## src/rtl/control_pipe_pkg.sv

```systemverilog
// Shared definitions for the decoded-control pipeline: control-bundle bit
// positions, pc/forwarding select encodings and the bubble value.
package control_pipe_pkg;

   localparam int CTRL_W = 11;

   // {regDst, branch_eq, branch_ne, memRead, memWrite, memToReg, regWrite, aluSrc, jump, aluOp[1:0]}
   localparam int CTRL_REGDST   = 10;
   localparam int CTRL_BEQ      = 9;
   localparam int CTRL_BNE      = 8;
   localparam int CTRL_MEMREAD  = 7;
   localparam int CTRL_MEMWRITE = 6;
   localparam int CTRL_MEMTOREG = 5;
   localparam int CTRL_REGWRITE = 4;
   localparam int CTRL_ALUSRC   = 3;
   localparam int CTRL_JUMP     = 2;
   localparam int CTRL_ALUOP    = 0;

   localparam logic [1:0] PC_SEL_SEQ    = 2'b00;
   localparam logic [1:0] PC_SEL_JUMP   = 2'b01;
   localparam logic [1:0] PC_SEL_BRANCH = 2'b10;

   localparam logic [1:0] FWD_RF    = 2'b00;
   localparam logic [1:0] FWD_EXMEM = 2'b10;
   localparam logic [1:0] FWD_MEMWB = 2'b01;

   localparam logic [CTRL_W-1:0] BUBBLE = '0;

endpackage

```

## src/rtl/control_pipe_fwd_unit.sv

```systemverilog
// Forwarding select for one ALU operand; the younger EX/MEM result wins over
// MEM/WB, and register 0 is never forwarded.
module fwd_unit
   import control_pipe_pkg::*;
#(
   parameter int RA_W = 5
) (
   input  logic [RA_W-1:0] src,
   input  logic            mem_regwrite,
   input  logic [RA_W-1:0] mem_wreg,
   input  logic            wb_regwrite,
   input  logic [RA_W-1:0] wb_wreg,
   output logic [1:0]      sel
);

   always_comb begin
      sel = FWD_RF;
      if (mem_regwrite && (mem_wreg != '0) && (mem_wreg == src))
         sel = FWD_EXMEM;
      else if (wb_regwrite && (wb_wreg != '0) && (wb_wreg == src))
         sel = FWD_MEMWB;
   end

endmodule

```

## src/rtl/control_pipe.sv

```systemverilog
// Control side of the 5-stage pipeline: ID/EX, EX/MEM, MEM/WB control stage
// registers, branch/jump/load-use hazard resolution, forwarding and counters.
module control_pipe
   import control_pipe_pkg::*;
#(
   parameter int RA_W  = 5,
   parameter int CNT_W = 16
) (
   input  logic              clk,
   input  logic              rst,
   input  logic [CTRL_W-1:0] id_ctrl,
   input  logic [RA_W-1:0]   id_rs,
   input  logic [RA_W-1:0]   id_rt,
   input  logic [RA_W-1:0]   id_rd,
   input  logic              ex_zero,
   output logic [CTRL_W-1:0] ex_ctrl,
   output logic [3:0]        mem_ctrl,
   output logic [1:0]        wb_ctrl,
   output logic [RA_W-1:0]   ex_rs,
   output logic [RA_W-1:0]   ex_rt,
   output logic [RA_W-1:0]   ex_wreg,
   output logic [RA_W-1:0]   mem_wreg,
   output logic [RA_W-1:0]   wb_wreg,
   output logic              pc_write,
   output logic              ifid_write,
   output logic              ifid_flush,
   output logic [1:0]        pc_sel,
   output logic [1:0]        fwd_a,
   output logic [1:0]        fwd_b,
   output logic [CNT_W-1:0]  stall_cnt,
   output logic [CNT_W-1:0]  flush_cnt
);

   logic              mem_regwrite;
   logic              mem_memtoreg;
   logic              taken;
   logic              stall;
   logic              jump;
   logic [CTRL_W-1:0] idex_ctrl_d;
   logic [RA_W-1:0]   idex_wreg_d;
   logic [RA_W-1:0]   idex_rs_d;
   logic [RA_W-1:0]   idex_rt_d;

   // Branch outranks everything; stall already excludes jumps in ID.
   always_comb begin
      taken = (ex_ctrl[CTRL_BEQ] & ex_zero) | (ex_ctrl[CTRL_BNE] & ~ex_zero);
      stall = ex_ctrl[CTRL_MEMREAD] && (ex_wreg != '0)
              && ((ex_wreg == id_rs) || (ex_wreg == id_rt))
              && !id_ctrl[CTRL_JUMP] && !taken;
      jump  = id_ctrl[CTRL_JUMP] & ~taken;
   end

   always_comb begin
      pc_write   = 1'b1;
      ifid_write = 1'b1;
      ifid_flush = 1'b0;
      pc_sel     = PC_SEL_SEQ;
      if (taken) begin
         pc_sel     = PC_SEL_BRANCH;
         ifid_flush = 1'b1;
      end else if (stall) begin
         pc_write   = 1'b0;
         ifid_write = 1'b0;
      end else if (jump) begin
         pc_sel     = PC_SEL_JUMP;
         ifid_flush = 1'b1;
      end
   end

   always_comb begin
      idex_ctrl_d = id_ctrl;
      idex_wreg_d = id_ctrl[CTRL_REGDST] ? id_rd : id_rt;
      idex_rs_d   = id_rs;
      idex_rt_d   = id_rt;
      if (jump)
         idex_ctrl_d[CTRL_REGWRITE] = 1'b0;
      if (taken || stall) begin
         idex_ctrl_d = BUBBLE;
         idex_wreg_d = '0;
         idex_rs_d   = '0;
         idex_rt_d   = '0;
      end
   end

   always_ff @(posedge clk) begin
      if (rst) begin
         ex_ctrl      <= BUBBLE;
         ex_wreg      <= '0;
         ex_rs        <= '0;
         ex_rt        <= '0;
         mem_ctrl     <= '0;
         mem_regwrite <= 1'b0;
         mem_memtoreg <= 1'b0;
         mem_wreg     <= '0;
         wb_ctrl      <= '0;
         wb_wreg      <= '0;
         stall_cnt    <= '0;
         flush_cnt    <= '0;
      end else begin
         ex_ctrl      <= idex_ctrl_d;
         ex_wreg      <= idex_wreg_d;
         ex_rs        <= idex_rs_d;
         ex_rt        <= idex_rt_d;
         mem_ctrl     <= {ex_ctrl[CTRL_BEQ], ex_ctrl[CTRL_BNE],
                          ex_ctrl[CTRL_MEMREAD], ex_ctrl[CTRL_MEMWRITE]};
         mem_regwrite <= ex_ctrl[CTRL_REGWRITE];
         mem_memtoreg <= ex_ctrl[CTRL_MEMTOREG];
         mem_wreg     <= ex_wreg;
         wb_ctrl      <= {mem_memtoreg, mem_regwrite};
         wb_wreg      <= mem_wreg;
         if (stall && (stall_cnt != '1))
            stall_cnt <= stall_cnt + CNT_W'(1);
         if (ifid_flush && (flush_cnt != '1))
            flush_cnt <= flush_cnt + CNT_W'(1);
      end
   end

   fwd_unit #(.RA_W(RA_W)) u_fwd_a (
      .src          (ex_rs),
      .mem_regwrite (mem_regwrite),
      .mem_wreg     (mem_wreg),
      .wb_regwrite  (wb_ctrl[0]),
      .wb_wreg      (wb_wreg),
      .sel          (fwd_a)
   );

   fwd_unit #(.RA_W(RA_W)) u_fwd_b (
      .src          (ex_rt),
      .mem_regwrite (mem_regwrite),
      .mem_wreg     (mem_wreg),
      .wb_regwrite  (wb_ctrl[0]),
      .wb_wreg      (wb_wreg),
      .sel          (fwd_b)
   );

endmodule

```

## config.mk

```make
export PLATFORM = sky130hd
export DESIGN_NAME = control_pipe
export DESIGN_NICKNAME = d
export VERILOG_FILES = /design/src/rtl/control_pipe_pkg.sv /design/src/rtl/control_pipe_fwd_unit.sv /design/src/rtl/control_pipe.sv
export SDC_FILE = /design/constraint.sdc
export NUM_CORES = 1
export LEC_CHECK = 0
export CAP_MARGIN = 20
export CELL_PAD_IN_SITES_DETAIL_PLACEMENT = 1
export CELL_PAD_IN_SITES_GLOBAL_PLACEMENT = 1
export CORE_MARGIN = 2
export CORE_UTILIZATION = 31
export CTS_CLUSTER_SIZE = 12
export DETAILED_ROUTE_END_ITERATION = 10
export GPL_TIMING_DRIVEN = 0
export PLACE_DENSITY_LB_ADDON = 0.1
export SYNTH_ARGS = -nofsm -noshare
export SYNTH_HDL_FRONTEND = slang
export SYNTH_HIERARCHICAL = 1
export SYNTH_SLANG_ARGS = --single-unit
```

## constraint.sdc

```tcl
create_clock -name clk -period 2 [get_ports clk]
set_input_delay 0.4 -clock clk [delete_from_list [all_inputs] [get_ports clk]]
set_output_delay 0.4 -clock clk [all_outputs]
set_load 0.02 [all_outputs]
```

After elaboration in Yosys (flattened, before gate mapping)
Cells that the tools add are included.
{"block": "classes", "add_sub_neg": 2, "multipliers": 0, "div_mod_pow": 0, "order_cmp": 0, "eq_ne": 8, "shifts": 0, "n_mux": 13, "bitwise_logic": 6, "n_reduce_logical": 21}
{"operator": "$add 16x1->16 const B", "count": 2}
{"operator": "$ne 16x16->1 const B", "count": 2}
{"operator": "$eq 5x5->1", "count": 6}
{"operator": "$reduce_bool 5->1", "count": 3}
{"operator": "$logic_and 1x1->1", "count": 12}
{"operator": "$mux 1", "count": 9}
{"operator": "$mux 2", "count": 3}
{"operator": "$mux 5", "count": 1}
{"operator": "$and 1x1->1", "count": 3}
{"operator": "$reduce_or 3->1", "count": 1}
{"operator": "$logic_not 1->1", "count": 2}
{"operator": "$logic_or 1x1->1", "count": 2}
{"operator": "$not 1->1", "count": 2}
{"operator": "$reduce_or 2->1", "count": 1}
{"operator": "$or 1x1->1", "count": 1}
{"block": "totals", "register_bits": 76, "latch_bits": 0, "ram_bits": 0, "mem_bits_ro": 0, "in_bits": 29, "output_inout_bits": 83, "wordCells": 63, "mem_count": 0}

Depth between registers and ports, before layout
{"block": "logic_depth", "word_depth": 9, "ltp_mapped": 7, "mapped_depth_nobuf": 6}

Modules after synthesis
The synthesis kept the hierarchy.
{"module": "control_pipe", "n_inst": 1, "cells_per_inst": 324, "area_each_um2": 3144.3, "seq_area_each_um2": 1521.5}
{"module": "fwd_unit", "n_inst": 2, "cells_per_inst": 20, "area_each_um2": 151.4, "seq_area_each_um2": 0.0}

Least setup slack after synthesis
No wires, ideal clock.
{"block": "synth_path", "path_type": "reg-to-output", "startpoint": "reg ex_wreg[1]", "endpoint": "out pc_write", "t_arrival_ns": 1.733, "t_required_ns": 1.600, "setup_slack_ns": -0.133, "path_stages_with_launch": 6, "path_buffers": 1, "cell_sequence": "dfxtp_1 > or4_4 > o21a_1 > nand2_1 > or2_2 > buf_4"}
{"block": "synth_between", "elab_chain_len": 7, "elab_cells_between_ends": 10, "classes_between": "eq/ne (2); mux (2); reduce/logical (6)"}
{"element": "from (decl)", "line_no": "control_pipe.sv:21", "text": "output logic [RA_W-1:0] ex_wreg,"}
{"element": "from (signal assigned)", "line_no": "control_pipe.sv:101", "text": "ex_wreg <= idex_wreg_d;"}
{"element": "$eq 5x5->1 / $reduce_bool 5->1 (equally long branches)", "line_no": "control_pipe.sv:48, control_pipe.sv:47"}
{"element": "$logic_or 1x1->1 / $logic_and 1x1->1 (equally long branches)", "line_no": "control_pipe.sv:48, control_pipe.sv:47"}
{"element": "$logic_and 1x1->1 (*)", "line_no": "control_pipe.sv:48", "text": "&& ((ex_wreg == id_rs) || (ex_wreg == id_rt))"}
{"element": "$logic_and 1x1->1 (*) (2 in series)", "line_no": "control_pipe.sv:49", "text": "&& !id_ctrl[CTRL_JUMP] && !taken;"}
{"element": "$mux 1 (*) (2 in series)"}
{"element": "to (decl)", "line_no": "control_pipe.sv:24", "text": "output logic pc_write,"}
Mark *: on every way between the ends. The rest lies on a longest branch, timed or not.

Final worst setup path
{"block": "layout_path", "startpoint": "reg ex_wreg[3]", "endpoint": "out pc_write"}
{"block": "layout_between", "elab_chain_len": 7, "elab_cells_between_ends": 10, "classes_between": "eq/ne (2); mux (2); reduce/logical (6)"}
{"element": "$eq 5x5->1 / $reduce_bool 5->1 (equally long branches)", "line_no": "control_pipe.sv:48, control_pipe.sv:47"}
{"element": "$logic_or 1x1->1 / $logic_and 1x1->1 (equally long branches)", "line_no": "control_pipe.sv:48, control_pipe.sv:47"}
{"element": "$logic_and 1x1->1 (*)", "line_no": "control_pipe.sv:48"}
{"element": "$logic_and 1x1->1 (*) (2 in series)", "line_no": "control_pipe.sv:49"}
{"element": "$mux 1 (*)", "line_no": "control_pipe.sv:61", "text": "end else if (stall) begin"}
{"element": "$mux 1 (*)", "line_no": "control_pipe.sv:58", "text": "if (taken) begin"}
Marked as above.

==> qor.yml <==
cts.sinks: 76
required_ns: 1.60
synth_seq_cells: 76
grtUsageTotal_pct: 18.6
final_antenna_net_count: 0
r2r_end: "stall_cnt[9]"
syn_nets: 395
syn-instance-count: 364
area_delta_synth_final_pct: 56.4
fin_crit_sh_pct: 114
die_w_um: 109
dp_hpwl_um: 8020
finalHoldViolations: 0
cts_made_buffers: 9
vias: 3237
r2r_cells: 6
antenna_found_initial: 0
insertion_delay_ns: 0.35
clock_skew_ns: 0.00894
antennaDiodeCount: 0
ir_drop_mv: 0.274
synth_edf_count: 0
violations: "negative setup slack"
ff2ff_setup_slack_ns: 0.07
slew_violations: 0
synth-async-reset-ratio_pct: 0
synth_top_area_share_pct: 44.1
synth.most_common_cell: "dfxtp_1"
grt_max_degree: 14
ys_warn_count: 6
top_usage_layer: "met2"
path_class: "flip-flop to primary output"
start_kind: "flip-flop"
cts.clk_slew.worst_paths_ns: 0.08
p_leak_nw: 1.99
rsz0062_at_grt: "yes"
place_congestion: 0.790
grt_pass1_wl_um: 17000
dp_cells: 614
hold_class: "primary input to flip-flop"
pin_count: 112
synth_common_cells: "76 x dfxtp_1, 28 x nor2_1, 23 x and2_1, 22 x nor2b_1, 20 x a21oi_1"
drive_gt1_share_pct: 25.1
cts_max_level: 3
grt_util_met2_pct: 32.5
hold_buffers: 0
ys_seq_area_share_pct: 44.1
wl_um: 11400
postPlaceCellArea_um2: 4730
fmax_ghz: 0.440
rows: 38
cts_tree: "built"
core_region_area_um2: 10800
cp_max_fo: 5
final_util_pct: 49.7
hold_end: "ex_rs[4]"
setup_violations: 2
min_period_ns: 2.27
crit_arrival_ns: 1.87
fin_cells: 654
syn_area_um2: 3450
grt_use_met1_pct: 23.0
worstMarginPinSlew_ns: 0.630
drc_errors: 0
reg2reg_from: "ex_wreg[3]"
fin_nets: 540
hold_depth: 2
synthTopCellsByArea: "dfxtp_1 44%, and2_1 4.2%, xnor2_1 4.1%"
cts.path.max_buffers: 2
slew_headroom_pct: 57.8
cts_root_buf: "clkbuf_8"
syn_avg_cell_area_um2: 9.47
drv_cap: 0
critPathCaptureType: "primary output"
synth_largest_area_cell: "dfxtp_1"
crit_path_start: "ex_wreg[3]"
worstHoldStart: "id_rs[4]"
met3_usage_pct: 3.85
dieHeight_um: 109
fin_hold_ws_ns: 0.350
first_global_vias: 3187
synth_flop_cell: "dfxtp_1"
setup_slack_ns: -0.275
cellPowerDensity_nw_per_um2: 628
wire_per_inst_um: 17.4
fillers: 1239
status: "complete, but fails checks"
synth_cell_types: 57
dr.first_iter.drc_count: 65
routed_via_density: 4.95
die-area_um2: 12000
overflow: 0
start_util_pct: 31.8
final_area_um2: 5390
port_buffers: 110
first_pass_iters: 4
## power breakdown
part	switching, mW	leakage [nW]	internal (mW)
Combinational	0.285	1.27	0.296
Sequential	0.0720	0.633	1.56
Clock	0.595	0.0927	0.577
## critical path: stages, from the launching register on
cell     delay (ns)
dfxtp_4        0.37
or4_4          0.55
o21a_4         0.23
nand2_4        0.06
or2_4          0.13
buf_6          0.09
buf_6          0.10
## kinds of logic (layout without fill, tap and decap cells)
kind of cell	count (synthesis)	in the layout	synth area share, %
DFF	76	76	44.1
xor gates and xnor gates	32	32	8.13
AOI/OAI and AO/OA	62	62	13.7
buffers and inverters	20	170	2.94
adders and majority gates	2	2	0.726
and+or+nand+nor	161	161	26.6
muxes	11	11	3.81
## how the worst max path moves through the flow
stage	slack, ns	to	cells past startpoint
2_1_floorplan	-0.04	pc_write	5
3_3_place_gp	-1.02	pc_write	8
3_5_place_dp	-1.03	pc_write	8
4_1_cts	-0.30	pc_write	6
5_1_grt	-0.35	pc_write	7
6_report	-0.27	pc_write	6
## layer usage
layer  vias to the layer above  wire, um
li1                       1581         -
met1                      1579      5000
met2                        68      5780
met3                         9       497
met4                         0       100
met5                         -         0
## registers in the layout, indices dropped and copies added (netlist names)
register,count
ex_ctrl,11
ex_rs,5
ex_rt,5
ex_wreg,5
flush_cnt,16
mem_ctrl,4
mem_memtoreg,1
mem_regwrite,1
mem_wreg,5
stall_cnt,16
wb_ctrl,2
wb_wreg,5
## what timing repair did
item                                    CTS  global route
buffers inserted                         12            13
gates resized for setup                  72            51
gates cloned                              0             1
endpoints found under the setup margin   45            38
pin swaps                                 9            22
## cells in the final DEF, fill, tap and decap left out, types with 15 or more instances in the layout
cell and instances:
dfxtp_1 53, xnor2_1 15, nor2_1 25, nor2b_1 21, clkdlybuf4s50_1 91, and2_1 23, nand3_1 16, a21oi_1 19
xor2_1 15, buf_4 24
## stage by stage
step           TNS, ns  worst slack [ns]  power [mW]
2_1_floorplan  -0.0386           -0.0386        1.92
3_3_place_gp    -27.04             -1.02        2.17
3_5_place_dp    -27.77             -1.03        2.18
4_1_cts         -0.579            -0.304        3.38
5_1_grt         -0.751            -0.349        3.54
6_report        -0.518            -0.275        3.39
## cell type report
cell class | instances | area, um2 | area share (%)
clock buffer | 10 | 128 | 2.37
inverter | 8 | 35.0 | 0.650
buffer | 11 | 80.1 | 1.49
clock inverter | 6 | 63.8 | 1.18
tap | 140 | 175 | 3.25
sequential | 76 | 1580 | 29.3
timing repair buffer | 135 | 1300 | 24.2
multi-input combinational | 268 | 2030 | 37.6
Power figures use the tool's default switching activity.
